--- src/rtl/mmio_resume_ctrl.sv ---
// mmio_resume_ctrl
// Service side of the MMIO break mechanism. A core MMIO write is captured
// into a record. Once the break generator raises irq_mmio, the record is
// offered to the host over a valid/ready handshake. The block then waits for
// host_done, or for a timeout, and pulses turn2run so the break is released.
// It also counts the cycles spent away from IDLE, saturating at the maximum.
//
// Ports:
//   clk, reset               clock and synchronous active-high reset
//   wenable, isMMIO          core write strobe / MMIO target qualifier
//   mmio_addr/wdata/wstrb    core write record
//   irq_mmio                 break asserted by the break generator
//   req_valid, req_ready     host handshake for the captured record
//   req_addr/wdata/wstrb     captured record presented to the host
//   host_done                host finished servicing (one-cycle pulse)
//   turn2run                 one-cycle resume pulse to the break generator
//   timeout_err              sticky flag, set when a resume is forced
//   stall_cycles             saturating count of non-IDLE cycles
//   debug_state              current FSM state encoding
module mmio_resume_ctrl #(
    parameter int ADDR_W  = 32,
    parameter int DATA_W  = 64,
    parameter int TIMEOUT = 1024
) (
    input  logic                  clk,
    input  logic                  reset,
    input  logic                  wenable,
    input  logic                  isMMIO,
    input  logic [ADDR_W-1:0]     mmio_addr,
    input  logic [DATA_W-1:0]     mmio_wdata,
    input  logic [DATA_W/8-1:0]   mmio_wstrb,
    input  logic                  irq_mmio,
    output logic                  req_valid,
    input  logic                  req_ready,
    output logic [ADDR_W-1:0]     req_addr,
    output logic [DATA_W-1:0]     req_wdata,
    output logic [DATA_W/8-1:0]   req_wstrb,
    input  logic                  host_done,
    output logic                  turn2run,
    output logic                  timeout_err,
    output logic [31:0]           stall_cycles,
    output logic [2:0]            debug_state
);

    localparam int CNT_W = (TIMEOUT > 2) ? $clog2(TIMEOUT) : 1;
    // The counter starts at 0 on the first WAIT_DONE cycle and is bumped each
    // cycle without host_done; the cycle whose bump would make it TIMEOUT-1
    // is the last WAIT_DONE cycle.
    localparam logic [CNT_W-1:0] CNT_LAST = CNT_W'(TIMEOUT - 2);

    typedef enum logic [2:0] {
        IDLE      = 3'd0,
        ARMED     = 3'd1,
        OFFER     = 3'd2,
        WAIT_DONE = 3'd3,
        RESUME    = 3'd4,
        DRAIN     = 3'd5
    } state_t;

    state_t               state_reg, state_next;
    logic [CNT_W-1:0]     timeout_cnt_reg;
    logic                 timeout_err_reg;
    logic [31:0]          stall_cycles_reg;
    logic [ADDR_W-1:0]    addr_reg;
    logic [DATA_W-1:0]    wdata_reg;
    logic [DATA_W/8-1:0]  wstrb_reg;

    logic capture;
    logic timeout_hit;

    assign capture     = (state_reg == IDLE) && isMMIO && wenable;
    assign timeout_hit = (state_reg == WAIT_DONE) && !host_done &&
                         (timeout_cnt_reg == CNT_LAST);

    // State register
    always_ff @(posedge clk) begin
        if (reset) begin
            state_reg <= IDLE;
        end else begin
            state_reg <= state_next;
        end
    end

    // Next-state logic
    always_comb begin
        state_next = state_reg;
        case (state_reg)
            IDLE:      if (capture)   state_next = ARMED;
            ARMED:     if (irq_mmio)  state_next = OFFER;
            OFFER:     if (req_ready) state_next = WAIT_DONE;
            WAIT_DONE: begin
                // host_done takes priority over a coincident timeout
                if (host_done || timeout_hit) state_next = RESUME;
            end
            RESUME:    state_next = DRAIN;
            DRAIN:     if (!irq_mmio) state_next = IDLE;
            default:   state_next = IDLE;
        endcase
    end

    // Captured record, loaded only from IDLE
    always_ff @(posedge clk) begin
        if (reset) begin
            addr_reg  <= '0;
            wdata_reg <= '0;
            wstrb_reg <= '0;
        end else if (capture) begin
            addr_reg  <= mmio_addr;
            wdata_reg <= mmio_wdata;
            wstrb_reg <= mmio_wstrb;
        end
    end

    // Timeout counter and sticky error flag
    always_ff @(posedge clk) begin
        if (reset) begin
            timeout_cnt_reg <= '0;
            timeout_err_reg <= 1'b0;
        end else begin
            if (state_reg == OFFER) begin
                timeout_cnt_reg <= '0;
            end else if (state_reg == WAIT_DONE && !host_done) begin
                timeout_cnt_reg <= timeout_cnt_reg + 1'b1;
            end
            if (timeout_hit) begin
                timeout_err_reg <= 1'b1;
            end
        end
    end

    // Saturating stall counter
    always_ff @(posedge clk) begin
        if (reset) begin
            stall_cycles_reg <= '0;
        end else if (state_reg != IDLE && stall_cycles_reg != 32'hFFFF_FFFF) begin
            stall_cycles_reg <= stall_cycles_reg + 32'd1;
        end
    end

    assign req_valid    = (state_reg == OFFER);
    assign turn2run     = (state_reg == RESUME);
    assign req_addr     = addr_reg;
    assign req_wdata    = wdata_reg;
    assign req_wstrb    = wstrb_reg;
    assign timeout_err  = timeout_err_reg;
    assign stall_cycles = stall_cycles_reg;
    assign debug_state  = state_reg;

endmodule
--- config.mk ---
export PLATFORM = sky130hd
export DESIGN_NAME = mmio_resume_ctrl
export DESIGN_NICKNAME = d
export VERILOG_FILES = /design/src/rtl/mmio_resume_ctrl.sv
export SDC_FILE = /design/constraint.sdc
export NUM_CORES = 1
export LEC_CHECK = 0
export ABC_AREA = 1
export BUFFER_PORTS_ARGS = -buffer_cell sky130_fd_sc_hd__buf_2
export CORE_UTILIZATION = 40
export DETAILED_ROUTE_END_ITERATION = 8
export GPL_ROUTABILITY_DRIVEN = 0
export PLACE_DENSITY = 0.7
export SKIP_LAST_GASP = 1
export SYNTH_ARGS = -nofsm -noshare
export SYNTH_HDL_FRONTEND = slang
export SYNTH_SLANG_ARGS = --single-unit
--- constraint.sdc ---
create_clock -name clk -period 1.5 [get_ports clk]
set_input_delay 0.3 -clock clk [delete_from_list [all_inputs] [get_ports clk]]
set_output_delay 0.3 -clock clk [all_outputs]
set_load 0.02 [all_outputs]
After elaboration in Yosys (flattened, before gate mapping) --
Index checks and enable logic that the tools add are counted.
Word-level totals: bits in registers 150, bits of input ports 111, output and inout port bits 142, logic and storage cells 38
Operators by class: $add $sub $neg 2, equality and inequality tests 12, mux-type cells 6, reduce and logical (&&, ||, !) cells 11
Operators with widths (count):
- adder 32 x 1 -> 32 bit (second input constant) | 1
- inequality test 32 bit (second input constant) | 1
- one-hot mux 3 bit (6 select lines) | 1
- two-way mux 3 bit | 5
- adder 10 x 1 -> 10 bit (second input constant) | 1
- equality test 10 bit (second input constant) | 1
- inequality test 2 bit (second input constant) | 4
- equality test 3 x 2 -> 1 bit (second input constant) | 2
- equality test 3 bit (second input constant) | 2
- logical AND 1 bit | 5
- AND reduction 5 bit | 1
- equality test 3 x 1 -> 1 bit (second input constant) | 1
- logical NOT 3 bit | 1
- nonzero test 3 bit | 1
- inequality test 2 x 1 -> 1 bit (second input constant) | 1
- OR reduction 2 bit | 1
- logical NOT 1 bit | 1
- logical OR 1 bit | 1

Depth between registers and ports, before layout --
depth after elaboration 6, gate-level depth with buffers 11, depth with buffers taken out 11

Worst setup path before layout --
No wires, ideal clock.
path type flip-flop to flip-flop, from register stall_cycles_reg[0] (netlist: stall_cycles[0]), to register stall_cycles_reg[8] (netlist: stall_cycles[8]), library setup time 0.071 ns, arrival 1.757 ns, data required time 1.429 ns, setup slack -0.328 ns, cell stages (with the launch flop) 12, path buffers 2, clock period less this slack 1.828 ns, path through dfxtp_1 ha_1 inv_4 nor2_4 nand2_4 nor2_8 nand2_4 nand2_4 buf_12 buf_12 nand2_1 a21oi_2
Between the ends: cells in the longest elaborated chain, start to end 2, elaborated cells on any way between the ends 3, classes of those cells 1 x add/sub; 1 x eq/ne; 1 x reduce/logical
Ends and longest elaborated chain:
- start: declaration | RTL line 63 | logic [31:0] stall_cycles_reg;
- start signal: assignment | RTL line 136 | stall_cycles_reg <= stall_cycles_reg + 32'd1;
- parallel branches: the longest is 2 deep, another holds adder 32 x 1 -> 32 bit
Several ways; the timed one is not identified. A chain may end at the register's enable or synchronous reset.

Final worst setup path --
from register stall_cycles_reg[1] (netlist: stall_cycles[1]), to register stall_cycles_reg[21] (netlist: stall_cycles[21])
The elaborated chain is that of the path after synthesis.

==> impl_results.html <==
<table>
<tr><th>Metric</th><th>Value</th></tr>
<tr><th colspan="2">GRT</th></tr>
<tr><td>Gr busiest metal</td><td>met2</td></tr>
<tr><td>All-Layer GR Usage</td><td>0.231</td></tr>
<tr><td>Met2 track utilization from global routing</td><td>0.381</td></tr>
<tr><td>Global-route track usage on met3</td><td>0.0763</td></tr>
<tr><td>Number of antenna violations at the first check in global routing</td><td>3</td></tr>
<tr><td>Total congestion overflow</td><td>0</td></tr>
<tr><td>Vias in the first global route</td><td>6,286</td></tr>
<tr><td>M1 GR Usage</td><td>0.277</td></tr>
<tr><td>Pin count of the biggest net entering global routing</td><td>105</td></tr>
<tr><td>Global-route wire length before repair</td><td>30,500 µm</td></tr>
<tr><th colspan="2">Yosys</th></tr>
<tr><td>Synthesized area divided by synthesized cell count</td><td>7.15 µm²</td></tr>
<tr><td>Share of the synthesized area in the top cell type</td><td>0.458</td></tr>
<tr><td>Largest family of logic cells by synthesized area</td><td>simple AND/OR/NAND/NOR gates</td></tr>
<tr><td>Register bit count reported by yosys</td><td>150</td></tr>
<tr><td>Most common flop cell mapped by yosys</td><td>sky130_fd_sc_hd__dfxtp_1</td></tr>
<tr><td>Summed instance area of the synthesized netlist</td><td>0.00656 mm²</td></tr>
<tr><td>Synthesized net count</td><td>1,031</td></tr>
<tr><td>Share of synthesized area spent on multiplexers</td><td>0</td></tr>
<tr><td>Count of mapped cells out of synthesis</td><td>917</td></tr>
<tr><td>Number of synthesized flops with an enable pin</td><td>0</td></tr>
<tr><td>Post-synthesis share of cell area spent on full adders, half adders and majority gates</td><td>0.00573</td></tr>
<tr><td>Cell accounting for the most synthesized area</td><td>sky130_fd_sc_hd__dfxtp_1</td></tr>
<tr><td>Largest cells by area after synthesis</td><td>sky130_fd_sc_hd__dfxtp_1, sky130_fd_sc_hd__nor2_1, sky130_fd_sc_hd__nand2_1</td></tr>
<tr><td>Most instantiated cells after synthesis</td><td>sky130_fd_sc_hd__nor2_1, sky130_fd_sc_hd__nand2_1, sky130_fd_sc_hd__dfxtp_1</td></tr>
<tr><td>Post-Synth XOR/XNOR Area</td><td>0.0227</td></tr>
<tr><td>Fraction of the mapped netlist area in simple logic gates</td><td>0.325</td></tr>
<tr><td>Part of the Yosys area used for sequential elements</td><td>0.458</td></tr>
<tr><td>Yosys warns</td><td>0</td></tr>
<tr><td>Unique cell type count in the Yosys netlist</td><td>32</td></tr>
<tr><td>Cell with the most instances after synthesis</td><td>sky130_fd_sc_hd__nor2_1</td></tr>
<tr><td>Complex-gate fraction of the synthesized area</td><td>0.125</td></tr>
<tr><td>Fraction of registers with async set/reset</td><td>0</td></tr>
<tr><th colspan="2">Worst hold path</th></tr>
<tr><td>End of the worst hold path</td><td>req_wdata[20]$_SDFFE_PP0P_</td></tr>
<tr><td>Beginning of the worst hold path</td><td>mmio_wdata[20]</td></tr>
<tr><td>Hold Path Cell Cnt</td><td>3</td></tr>
<tr><td>Hold WC Path Type</td><td>input pin to flop</td></tr>
<tr><th colspan="2">STA</th></tr>
<tr><td>Final critical-path required period</td><td>1.53 ns</td></tr>
<tr><td>Final Worst Setup Slack</td><td>-0.0327 ns</td></tr>
<tr><td>Setup repair after global routing missed its margin</td><td>true</td></tr>
<tr><td>Final setup violation count</td><td>5</td></tr>
<tr><td>Minimum hold slack</td><td>0.0999 ns</td></tr>
<tr><td>Worst-case headroom to the max-slew limit</td><td>0.692</td></tr>
<tr><td>Skew final</td><td>0.0127 ns</td></tr>
<tr><td>Endpoints failing hold</td><td>0</td></tr>
<tr><td>Setup Total Neg Slack</td><td>-0.0971 ns</td></tr>
<tr><td>Final Cycle Share</td><td>1.02</td></tr>
<tr><td>Achievable frequency</td><td>652 MHz</td></tr>
<tr><td>Final Max Slew Viols</td><td>0</td></tr>
<tr><td>Worst-Margin Slew</td><td>0.462 ns</td></tr>
<tr><th colspan="2">Floorplan</th></tr>
<tr><td>Floorplan die width</td><td>130 µm</td></tr>
<tr><td>Placement row count</td><td>46</td></tr>
<tr><td>Core area</td><td>0.0159 mm²</td></tr>
<tr><td>Effective utilization at floorplan</td><td>0.411</td></tr>
<tr><td>Ports</td><td>253</td></tr>
<tr><td>Die Span Y</td><td>130 µm</td></tr>
<tr><td>Area enclosed by the die boundary</td><td>0.0169 mm²</td></tr>
<tr><th colspan="2">CTS</th></tr>
<tr><td>Clock tree from TritonCTS</td><td>done</td></tr>
<tr><td>Number of sinks handled by clock tree synthesis</td><td>150</td></tr>
<tr><td>Worst-case clock buffer depth</td><td>2</td></tr>
<tr><td>Clock latency on the worst-skew pair</td><td>0.42 ns</td></tr>
<tr><td>Count of hold buffers inserted by post-cts repair</td><td>0</td></tr>
<tr><td># H-tree levels</td><td>4</td></tr>
<tr><td>Root buf cell</td><td>sky130_fd_sc_hd__clkbuf_16</td></tr>
<tr><td>Clock transition at the registers of the reported paths</td><td>0.06 ns</td></tr>
<tr><td>Cts bufs inserted</td><td>17</td></tr>
<tr><th colspan="2">Drt</th></tr>
<tr><td>First-pass detailed-route iteration total</td><td>5</td></tr>
<tr><td>Routed Antenna Nets</td><td>0</td></tr>
<tr><td>Via/cell ratio</td><td>4.81</td></tr>
<tr><td>Number of vias after detailed routing</td><td>6,951</td></tr>
<tr><td>Drt first-iter violations</td><td>444</td></tr>
<tr><td>Remaining routing DRC violations</td><td>0</td></tr>
<tr><td>Wirelength, routed</td><td>20,800 µm</td></tr>
<tr><td>Routed wire length per instance</td><td>14.4 µm</td></tr>
<tr><th colspan="2">Critical path</th></tr>
<tr><td>Kind of start point of the critical path</td><td>flop</td></tr>
<tr><td>Arrival time reported for the critical path endpoint</td><td>1.85 ns</td></tr>
<tr><td>Register-to-register path setup slack</td><td>-0.03 ns</td></tr>
<tr><td>Crit Reg-Reg Startpoint</td><td>stall_cycles[1]$_SDFFE_PP0P_</td></tr>
<tr><td>Critical Path End Type</td><td>flop</td></tr>
<tr><td>Type of the setup path with the least slack</td><td>flop to flop</td></tr>
<tr><td>Top fanout value on the critical path</td><td>8</td></tr>
<tr><td>Number of cells on the worst reg-to-reg path</td><td>11</td></tr>
<tr><td>Endpoint required time on the critical path</td><td>1.82 ns</td></tr>
<tr><td>Reg2reg end</td><td>stall_cycles[21]$_SDFFE_PP0P_</td></tr>
<tr><th colspan="2">Cells and area</th></tr>
<tr><td>Area of all placed cells without fillers</td><td>0.00952 mm²</td></tr>
<tr><td>Max reg flops</td><td>64</td></tr>
<tr><td># nets final</td><td>1,330</td></tr>
<tr><td>Fraction of layout cells with a size suffix above 1</td><td>0.406</td></tr>
<tr><td>Sequential standard cell area</td><td>0.00307 mm²</td></tr>
<tr><td>Count of filler cells inserted in the layout</td><td>1,475</td></tr>
<tr><td>Area of the multi-input gates</td><td>0.00338 mm²</td></tr>
<tr><td>Area added between synthesis and finish</td><td>45.2%</td></tr>
<tr><th colspan="2">Power</th></tr>
<tr><td>Leakage power total</td><td>4.60 nW</td></tr>
<tr><td>Relative contribution of combinational cells to total power</td><td>0.358</td></tr>
<tr><td>Total net switching power</td><td>5.46 mW</td></tr>
<tr><td>Fraction of power consumed by the clock network</td><td>0.311</td></tr>
<tr><td>Cell Int Power</td><td>9.40 mW</td></tr>
<tr><td>Maximum VDD drop</td><td>0.000850 V</td></tr>
<tr><td>Sw Share</td><td>0.367</td></tr>
<tr><td>Power density over the cells</td><td>1560 mW/mm²</td></tr>
<tr><td>Proportion of power drawn by flip-flops and latches</td><td>0.332</td></tr>
<tr><th colspan="2">Status</th></tr>
<tr><td>Violations in the final reports</td><td>setup timing</td></tr>
<tr><td>Result of the run</td><td>finished, violations left</td></tr>
<tr><th colspan="2">Placed design</th></tr>
<tr><td>Area after detailed placement</td><td>0.00841 mm²</td></tr>
<tr><td>HPWL after detailed placement</td><td>13,900 µm</td></tr>
<tr><td>Count of port buffers added during placement</td><td>252</td></tr>
<tr><td>Setup Slack @ Placement</td><td>-0.103 ns</td></tr>
<tr><th colspan="2">Flow run</th></tr>
<tr><td>Number of max-cap violations</td><td>0</td></tr>
</table>
## per-stage QoR
stage               total power [mW]  std cells  utilization
global route                    15.6       1445        0.597
detailed placement              9.30       1398        0.528
CTS                             14.0       1430        0.569
global placement                9.25       1398        0.528
floorplan                       8.00        917            -
finish                          14.9       1446        0.597
## repair_timing
| item | CTS | global route |
|---|---|---|
| setup endpoints to repair | 30 | 144 |
| gates resized for setup | 6 | 91 |
| gates cloned | 0 | 5 |
| pin swaps | 1 | 36 |
| setup buffers | 1 | 9 |
## layout by cell type (no fill, tap or decap), types with 16 or more instances in the layout
cell	n
sky130_fd_sc_hd__a21oi_2	22
sky130_fd_sc_hd__inv_1	36
sky130_fd_sc_hd__buf_4	57
sky130_fd_sc_hd__buf_2	250
sky130_fd_sc_hd__o21ai_0	102
sky130_fd_sc_hd__dfxtp_1	116
sky130_fd_sc_hd__nand2_2	29
sky130_fd_sc_hd__nor2_2	16
sky130_fd_sc_hd__nand2_1	144
sky130_fd_sc_hd__clkbuf_16	21
sky130_fd_sc_hd__nor2_1	262
sky130_fd_sc_hd__dfxtp_2	26
## metal layers
| metal | routed length (µm) | share of wire | up-vias |
|---|---|---|---|
| met4 | 554 | 0.027 | 2 |
| met2 | 10300 | 0.49 | 245 |
| met1 | 8510 | 0.41 | 3164 |
| li1 | - | - | 3499 |
| met5 | 13 | 0.00062 | - |
| met3 | 1500 | 0.072 | 41 |
## area by class of cell
| class | instances | share of cell area |
|---|---|---|
| Clock buffer | 20 | 0.0502 |
| Sequential cell | 150 | 0.322 |
| Clock inverter | 11 | 0.0170 |
| Inverter | 45 | 0.0196 |
| Tap cell | 216 | 0.0284 |
| Multi-Input combinational cell | 679 | 0.355 |
| Timing Repair Buffer | 323 | 0.207 |
| Antenna cell | 2 | 0.000526 |
## critical path, cell delays in order (launching register included)
cell                      delay, ns
sky130_fd_sc_hd__dfxtp_4       0.38
sky130_fd_sc_hd__ha_4          0.15
sky130_fd_sc_hd__inv_4         0.04
sky130_fd_sc_hd__nor2_4        0.11
sky130_fd_sc_hd__nand2_4       0.08
sky130_fd_sc_hd__nor2_8        0.10
sky130_fd_sc_hd__nand2_4       0.08
sky130_fd_sc_hd__nand2_8       0.15
sky130_fd_sc_hd__buf_12        0.17
sky130_fd_sc_hd__nor2_4        0.04
sky130_fd_sc_hd__nor2_2        0.10
sky130_fd_sc_hd__nor2_1        0.04
## how the worst max path moves through the flow
stage / start / to
final: stall_cycles[1]$_SDFFE_PP0P_ / stall_cycles[21]$_SDFFE_PP0P_
after floorplan: stall_cycles[1]$_SDFFE_PP0P_ / stall_cycles[8]$_SDFFE_PP0P_
after global routing: stall_cycles[12]$_SDFFE_PP0P_ / stall_cycles[21]$_SDFFE_PP0P_
after CTS: debug_state[1]$_SDFFE_PP0P_ / req_valid
after global placement: stall_cycles[1]$_SDFFE_PP0P_ / stall_cycles[14]$_SDFFE_PP0P_
after detailed placement: stall_cycles[1]$_SDFFE_PP0P_ / stall_cycles[30]$_SDFFE_PP0P_
## cells by family (layout without fill, tap and decap cells)
family | Yosys count | after routing
AO/OA/AOI/OAI | 148 | 148
flip-flops | 150 | 150
adder cells (fa/ha/maj) | 3 | 3
buffers and inverters | 88 | 399
AND/OR/NAND/NOR | 511 | 511
other | 0 | 2
XOR/XNOR | 17 | 17
## power by group through the flow
stage               logic, mW  clock network (mW)  registers [mW]
floorplan                2.27                   0            5.73
global placement         4.29                   0            4.96
detailed placement       4.33                   0            4.97
CTS                      4.39                4.70            4.90
global route             5.72                4.87            5.00
finish                   5.31                4.62            4.93
(Power assumes the default switching activity.)
